--- src/rtl/mux_scan_pkg.sv ---
// Shared constants for the mux scan controller.
// State encoding, mode values and channel geometry.
package mux_scan_pkg;

  localparam int NCH  = 8;
  localparam int SELW = 3;

  localparam logic [1:0] IDLE = 2'd0;
  localparam logic [1:0] SCAN = 2'd1;
  localparam logic [1:0] HOLD = 2'd2;

  localparam logic MODE_FULL   = 1'b0;
  localparam logic MODE_SINGLE = 1'b1;

endpackage

--- src/rtl/mux_scan_ctrl.sv ---
// Sequencer around the 8-to-1 mux: steps sel, samples f,
// and hands the assembled word downstream on valid/ready.
module mux_scan_ctrl
  import mux_scan_pkg::*;
(
  input  logic            clk,
  input  logic            rst,
  input  logic            start,
  input  logic            mode,
  input  logic [SELW-1:0] ch,
  output logic [SELW-1:0] sel,
  input  logic            mux_f,
  output logic            busy,
  output logic [NCH-1:0]  data,
  output logic            valid,
  input  logic            ready,
  output logic [7:0]      scan_cnt
);

  logic [1:0]     state;
  logic           mode_q;
  logic [NCH-1:0] word;
  logic           take;
  logic           last;

  assign take = start &&
                (state == IDLE ||
                 (state == HOLD && ready));
  assign last = (sel == SELW'(NCH - 1));

  always_ff @(posedge clk) begin
    if (rst) begin
      state    <= IDLE;
      mode_q   <= MODE_FULL;
      sel      <= '0;
      word     <= '0;
      data     <= '0;
      valid    <= 1'b0;
      busy     <= 1'b0;
      scan_cnt <= '0;
    end else begin
      unique case (state)
        IDLE: ;
        SCAN: begin
          if (mode_q == MODE_SINGLE) begin
            data  <= {{(NCH-1){1'b0}}, mux_f};
            valid <= 1'b1;
            busy  <= 1'b0;
            state <= HOLD;
          end else begin
            word[sel] <= mux_f;
            if (last) begin
              data  <= {mux_f, word[NCH-2:0]};
              valid <= 1'b1;
              busy  <= 1'b0;
              state <= HOLD;
            end else begin
              sel <= sel + SELW'(1);
            end
          end
        end
        HOLD: begin
          if (ready) begin
            scan_cnt <= scan_cnt + 8'd1;
            valid    <= 1'b0;
            state    <= IDLE;
          end
        end
        default: state <= IDLE;
      endcase

      // Accepting a start overrides the HOLD->IDLE step,
      // giving back-to-back captures with no idle cycle.
      if (take) begin
        mode_q <= mode;
        sel    <= (mode == MODE_SINGLE) ? ch : '0;
        word   <= '0;
        busy   <= 1'b1;
        state  <= SCAN;
      end
    end
  end

endmodule
--- config.mk ---
export PLATFORM = sky130hd
export DESIGN_NAME = mux_scan_ctrl
export DESIGN_NICKNAME = d
export VERILOG_FILES = /design/src/rtl/mux_scan_pkg.sv /design/src/rtl/mux_scan_ctrl.sv
export SDC_FILE = /design/constraint.sdc
export NUM_CORES = 1
export LEC_CHECK = 0
export CORE_MARGIN = 2
export CORE_UTILIZATION = 50
export DETAILED_ROUTE_END_ITERATION = 8
export PLACE_DENSITY = 0.78
export SYNTH_ARGS = -nofsm -noshare
export SYNTH_HDL_FRONTEND = slang
export SYNTH_SLANG_ARGS = --single-unit
--- constraint.sdc ---
create_clock -name clk -period 2.3 [get_ports clk]
set_input_delay 0.46 -clock clk [delete_from_list [all_inputs] [get_ports clk]]
set_output_delay 0.46 -clock clk [all_outputs]
set_load 0.02 [all_outputs]
; Word-level counts from Yosys, hierarchy flattened
; Index checks and enable logic that the tools add are counted.
[totals]
ff_bits = 32
latchBits = 0
mem_bits_rw = 0
romBits = 0
inputBits = 9
output_inout_bits = 21
elab_cells = 66
mem_count = 0
[classes]
add_sub_neg = 2
multipliers = 0
n_div = 0
magnitude_cmp = 2
n_eq_ne = 10
n_shift = 0
n_mux = 23
bitwise = 2
n_reduce_logical = 18
[ops]
columns = op, n
row1 = two-way mux 8 bit, 2
row2 = two-way mux 3 bit, 5
row3 = AND reduction 3 bit, 4
row4 = two-way mux 1 bit, 9
row5 = "adder 8 x 1 -> 8 bit, second input constant", 1
row6 = bitwise mux 8 bit, 1
row7 = AND reduction 2 bit, 4
row8 = two-way mux 2 bit, 3
row9 = "inequality test 2 bit, second input constant", 3
row10 = "inequality test 3 bit, second input constant", 2
row11 = case mux 2 bit (3 select lines), 1
row12 = nonzero test 2 bit, 3
row13 = "less-than comparator 3 x 4 -> 1 bit, second input constant", 1
row14 = "inequality test 4 bit, second input constant", 1
row15 = "adder 3 x 1 -> 3 bit, second input constant", 1
row16 = demux 1 bit (select 3 bit), 1
row17 = "equality test 3 bit, second input constant", 1
row18 = ">= comparator 3 x 1 -> 1 bit, second input constant", 1
row19 = logical AND 1 bit, 3
row20 = nonzero test 3 bit, 1
row21 = "equality test 2 x 1 -> 1 bit, second input constant", 1
row22 = "equality test 2 bit, second input constant", 1
row23 = zero test 2 bit, 1
row24 = "inequality test 2 x 1 -> 1 bit, second input constant", 1
row25 = other kinds (4), 5

; Longest topological paths before layout
[logic_depth]
depth_word = 6
ltp_mapped = 5

; Least setup slack after synthesis
; Ideal clock, no wire load.
[synth_timing]
path_type = flip-flop to flip-flop
startpoint = register sel[1]
endpoint = register data[0]
setup_ps = 70
arrival_ps = 1577
required_ps = 2230
slack_ps = 652
path_stages_with_launch = 6
n_path_buf = 0
synth_period_minus_slack_ps = 1648
path_cell_list = dfxtp_1 -> ha_1 -> ha_1 -> nor2_1 -> or3_1 -> a21oi_1
[synth_between]
elab_chain_cells = 3
[synth_lines]
columns = item, line_no
row1 = start: declaration, mux_scan_ctrl.sv:11  ; output logic [SELW-1:0] sel,
row2 = start signal: assignment, mux_scan_ctrl.sv:58  ; sel <= sel + SELW'(1);
row3 = start signal: assignment, mux_scan_ctrl.sv:76  ; sel <= (mode == MODE_SINGLE) ? ch : '0;
row4 = equality test 3 bit, mux_scan_ctrl.sv:29  ; assign last = (sel == SELW'(NCH - 1));
row5 = nonzero test 2 bit (no source line), n/a
row6 = AND reduction 2 bit (no source line), n/a
row7 = end signal: assignment, mux_scan_ctrl.sv:46  ; data <= {{(NCH-1){1'b0}}, mux_f};
row8 = end signal: assignment, mux_scan_ctrl.sv:53  ; data <= {mux_f, word[NCH-2:0]};
row9 = end: declaration, mux_scan_ctrl.sv:14  ; output logic [NCH-1:0] data,
; No other way between the ends.
; A chain may end at the register's enable or synchronous reset.

; Final worst setup path
[layout_timing]
startpoint = register sel[2]
endpoint = output port sel[2]
; No word-level cell between the ends.

==> results.yml <==
status:
  status: "completed"
worst_setup_path:
  rr_endpoint: "data[0]"
  r2r_start: "sel[1]"
  cp-end-kind: "output port"
  cp_slowest_stage_delay_ns: 0.65
  worstSetupPathType: "register to output port"
  critical_path.top_delay_family: "buffers and inverters"
  path_buf_inv: 1
  r2r_slack_ns: 0.56
  worstPathRequired_ns: 1.84
  worstPathCellList: "clkdlybuf4s50_1"
  worstPathMaxFanout: 7
  slowest_stage: "clkdlybuf4s50_1"
  reg2regPathDepth: 5
  arrival_ns: 1.45
  crit_path_start_kind: "register"
synthesis:
  synth_area_um2: 1450
  ys_types: 35
  syn_inst: 158
  synth_edf_count: 0
  synth_warnings: 0
  async_flop_share: 0
  yosysSeqAreaShare: 0.427
  synth_nets: 170
  syn_area_per_cell_um2: 9.20
  ys.flop_type: "dfxtp_1"
  yosys_register_bits: 31
grt:
  antenna_found_initial: 0
  grt_usage: 0.215
  overflow: 0
  grt_first_pass_wirelength_mm: 5.50
  grt_pass1_vias: 1193
  grt_max_degree: 24
power_and_ir_drop:
  power_mw: 1.02
  power.density_nw_per_um2: 563
  power.leakage_nw: 0.658
  vdd_drop_max_mv: 0.493
clock_tree:
  postCtsHoldBufs: 0
  numCtsBuffers: 5
  cts_tree: "done"
  clock_path_buffers: 2
  clkSinkCount: 31
  clock_latency_ns: 0.34
  htree_levels: 2
  cts_resized: 0
  cts.clk_slew.worst_paths_ns: 0.09
  postCtsSetupRepairBufs: 0
  cts-root-buf: "clkbuf_4"
timing:
  setup_slack_ns: 0.388
  final.setup.tns_ns: 0
  clock_skew_ns: 0.0106
  worst_pin_slew_ns: 0.578
  fmaxAchievable_mhz: 523
  finalCritPeriodShare: 0.831
  hold_viol: 0
  max-slew-margin-rel: 0.613
  period_minus_slack_ns: 1.91
  setup_viol: 0
  rsz0062_at_grt: "no"
  slew_viol_final: 0
cells_and_area:
  register_area_um2: 621
  area_growth_pct: 24.4
  utilization: 0.656
  multi_input_area_um2: 776
  nFillCells: 243
  final_common_cell: "dfxtp_1"
  nets: 200
  drive_gt1_frac: 0.0741
  num_antenna_cells: 0
  layout_common_cells: "dfxtp_1 (31), clkdlybuf4s50_1 (29), a21oi_1 (16), nand2_1 (16), o21ai_1 (11)"
route:
  wirelength_mm: 3.20
  via_count: 1305
  post_drt_wl_per_cell_um: 14.5
  via_per_inst: 5.93
  drt_drc_violations_left: 0
  antenna_left: 0
  drt_pass1_iterations: 4
  drt_iter0_markers: 27
worst_hold_path:
  hp-start: "valid"
  worstHoldPathCells: 2
  holdCritPathClass: "register to register"
  hold-path-endpoint: "valid"
placed_design:
  place_ws_ns: 0.306
  dp_hpwl_mm: 2.25
  portBuffers: 29
  gp_congestion: 0.882
floorplan:
  core_area_um2: 2760
  die_x_um: 57.9
  die_height_um: 57.9
  fp-row-count: 19
  start_util: 0.527
  dieArea_um2: 3360
  io_pins: 30
flow_run:
  drv_cap: 0
[power by group]
group / switching, mW / internal, mW / total [mW]
sequential: 0.0221 / 0.550 / 0.572
clock: 0.187 / 0.119 / 0.306
combinational: 0.0734 / 0.0676 / 0.141
[worst reg2reg max path: stages (launching register included)]
cell     delay (ns)
dfxtp_1        0.45
ha_1           0.19
ha_1           0.26
nor2_1         0.19
or3_1          0.43
a21oi_1        0.16
[sequential cells by signal, indices dropped and copies added (netlist names)]
signal / flops
word: 7
valid: 1
mode_q: 1
scan_cnt: 8
busy: 1
state: 2
data: 8
sel: 3
[cells in the mapped netlist (5+ instances only)]
cell type / n / area share
dfxtp_1: 31 / 0.43
a21oi_1: 16 / 0.055
nand2_1: 16 / 0.041
o21ai_1: 11 / 0.038
mux2i_1: 9 / 0.062
o211ai_1: 8 / 0.041
nor2_1: 5 / 0.013
nor2b_1: 5 / 0.022
o21ai_0: 5 / 0.017
[metal layers]
layer / wire (um) / GRT usage / vias up
met1: 1460 / 0.272 / 621
met4: 55 / 0.0797 / 0
met5: 0 / 0 / -
met3: 159 / 0.0670 / 6
met2: 1520 / 0.344 / 32
li1: - / - / 646
[metrics by stage]
step,instance area [um^2],hold WS [ns],std cells
floorplan,1450,0.437,158
global placement,1760,0.451,212
detailed placement,1760,0.452,212
CTS,1810,0.465,220
global route,1810,0.501,220
finish,1810,0.461,220
[cells by family (layout without fill, tap and decap cells)]
group | Yosys count | count (layout) | synth area share
simple gates | 51 | 51 | 0.222
compound gates | 50 | 50 | 0.206
flops | 31 | 31 | 0.427
buf+inv | 11 | 42 | 0.0396
mux | 9 | 9 | 0.0620
fa+ha+maj | 3 | 3 | 0.0258
xor+xnor | 3 | 3 | 0.0181
[final cells by class]
class / count / area share
Tap cell: 31 / 0.0214
Sequential cell: 31 / 0.343
Clock buffer: 7 / 0.0249
Inverter: 1 / 0.00207
Clock inverter: 1 / 0.00277
Timing Repair Buffer: 33 / 0.177
Multi-Input combinational cell: 116 / 0.429
[how the worst max path moves through the flow]
stage / from / end / slack [ns] / cells after the start
2_1_floorplan: sel[1] / data[0] / 0.65 / 5
3_3_place_gp: ready / scan_cnt[5] / 0.38 / 4
3_5_place_dp: ready / word[0] / 0.31 / 4
4_1_cts: sel[2] / sel[2] / 0.38 / 1
5_1_grt: sel[2] / sel[2] / 0.32 / 1
6_report: sel[2] / sel[2] / 0.39 / 1
Power figures use the tool's default switching activity.
==> edit (same flow settings) <==
Reset style: asynchronous (`rst`), changed in one clocked block.
--- a/src/rtl/mux_scan_ctrl.sv
+++ b/src/rtl/mux_scan_ctrl.sv
@@ -29,5 +29,5 @@
   assign last = (sel == SELW'(NCH - 1));
 
-  always_ff @(posedge clk) begin
+  always_ff @(posedge clk or posedge rst) begin
     if (rst) begin
       state    <= IDLE;
Function: differs if rst is asserted again (counterexample within 4 cycles, from zero or initial values and one cycle with rst high); with rst held inactive, the same outputs for 10 cycles.
==> edit against the unedited design <==
Sequential cell count is the same. Sequential share of layout area grew 8.4 points. Non-clock buffer count is the same. Worst setup slack lost 0.025 ns. Design area grew 0.41%. Worst hold slack gained 0.026 ns. Wire length shrank 9.2%. Die area shrank 0.48%. Area after synthesis shrank 0.52%. Critical path type unchanged. Largest cell class is now flip-flops and latches.
Power is not compared: it rests on default switching activity, and its combinational part moved more than twofold at a synthesized area within 25%.
==> edit: results <==
setup_path:
  slowest_delay_ns: 0.61
  arrival_ns: 1.48
sta:
  whs_ns: 0.488
  period_share: 0.842
  finalClockSkew_ns: 0.00627
grt:
  grt_pass1_wl_um: 5170
  grt_max_degree: 32
  grt_use_total: 0.208
  grt_pass1_vias: 1160
layout:
  fill_cells: 242
  fin_cells: 188
  drive_gt1_frac: 0.102
  fin_nets: 170
drt:
  via_per_inst: 5.73
  drt-total-wl_um: 2900
yosys:
  synthCells: 123
  synth-seq-area-share: 0.536
  syn_nets: 135
  synth_cell_types: 32
  ys.flop_type: "dfrtp_1"
  async_flop_share: 1.00
  synthTopCellsByCount: "dfrtp_1 (31), o21ai_0 (10), mux2i_1 (8)"
outcome:
  status: "finished, final reports clean"
clock_network:
  clk_latency_ns: 0.32
place:
  dp.cells: 182
  post-place-ws_ns: 0.452
  place_congestion: 0.865
  dp_hpwl_um: 2190
-- edit: cells by family after synthesis --
logic type,after synthesis,synth area share
XOR/XNOR,8,0.0484
AND/OR/NAND/NOR,38,0.165
AO/OA/AOI/OAI,23,0.104
multiplexers,13,0.0943
buffers and inverters,7,0.0260
adder cells (fa/ha/maj),3,0.0260
flip-flops,31,0.536
-- edit: metrics by stage --
step / area, um2 / util
floorplan: 1450 / -
global placement: 1780 / 0.644
detailed placement: 1780 / 0.644
CTS: 1820 / 0.659
global route: 1820 / 0.659
finish: 1820 / 0.659
-- edit: path summary, 6_finish.rpt --
check | endpoint | depth (start not counted) | from
worst max-delay path | sel[0] | 2 | sel[0]
worst min-delay path | scan_cnt[7] | 1 | scan_cnt[7]
worst max register to register | data[0] | 4 | sel[1]
worst min register to register | scan_cnt[7] | 1 | scan_cnt[7]
max in group asynchronous | scan_cnt[1] | 3 | rst
min in group asynchronous | valid | 3 | rst
-- edit: power by group --
part / internal [mW] / switching [mW] / total, mW
clock: 0.108 / 0.161 / 0.270
combinational: 0.419 / 0.428 / 0.847
sequential: 0.693 / 0.183 / 0.876
-- edit: cell type report --
type	instances	area, um2	area share
clock buffer	6	41.3	0.0227
inverter	2	7.51	0.00413
multi-input combinational	85	633	0.348
sequential	31	776	0.427
tap	31	38.8	0.0213
timing repair buffer	33	320	0.176
-- edit: worst register-to-register path, stage by stage, from the launching register on --
cell,delay (ns)
dfrtp_1,0.46
ha_1,0.22
ha_1,0.22
o21ai_1,0.34
mux2_2,0.39
-- edit: layer usage --
layer,up-vias,wire (um),GRT usage,share of wire
li1,508,-,-,-
met1,530,1280,0.256,0.44
met2,31,1400,0.333,0.48
met3,8,166,0.0737,0.057
met4,0,62,0.0864,0.021
met5,-,0,0,0
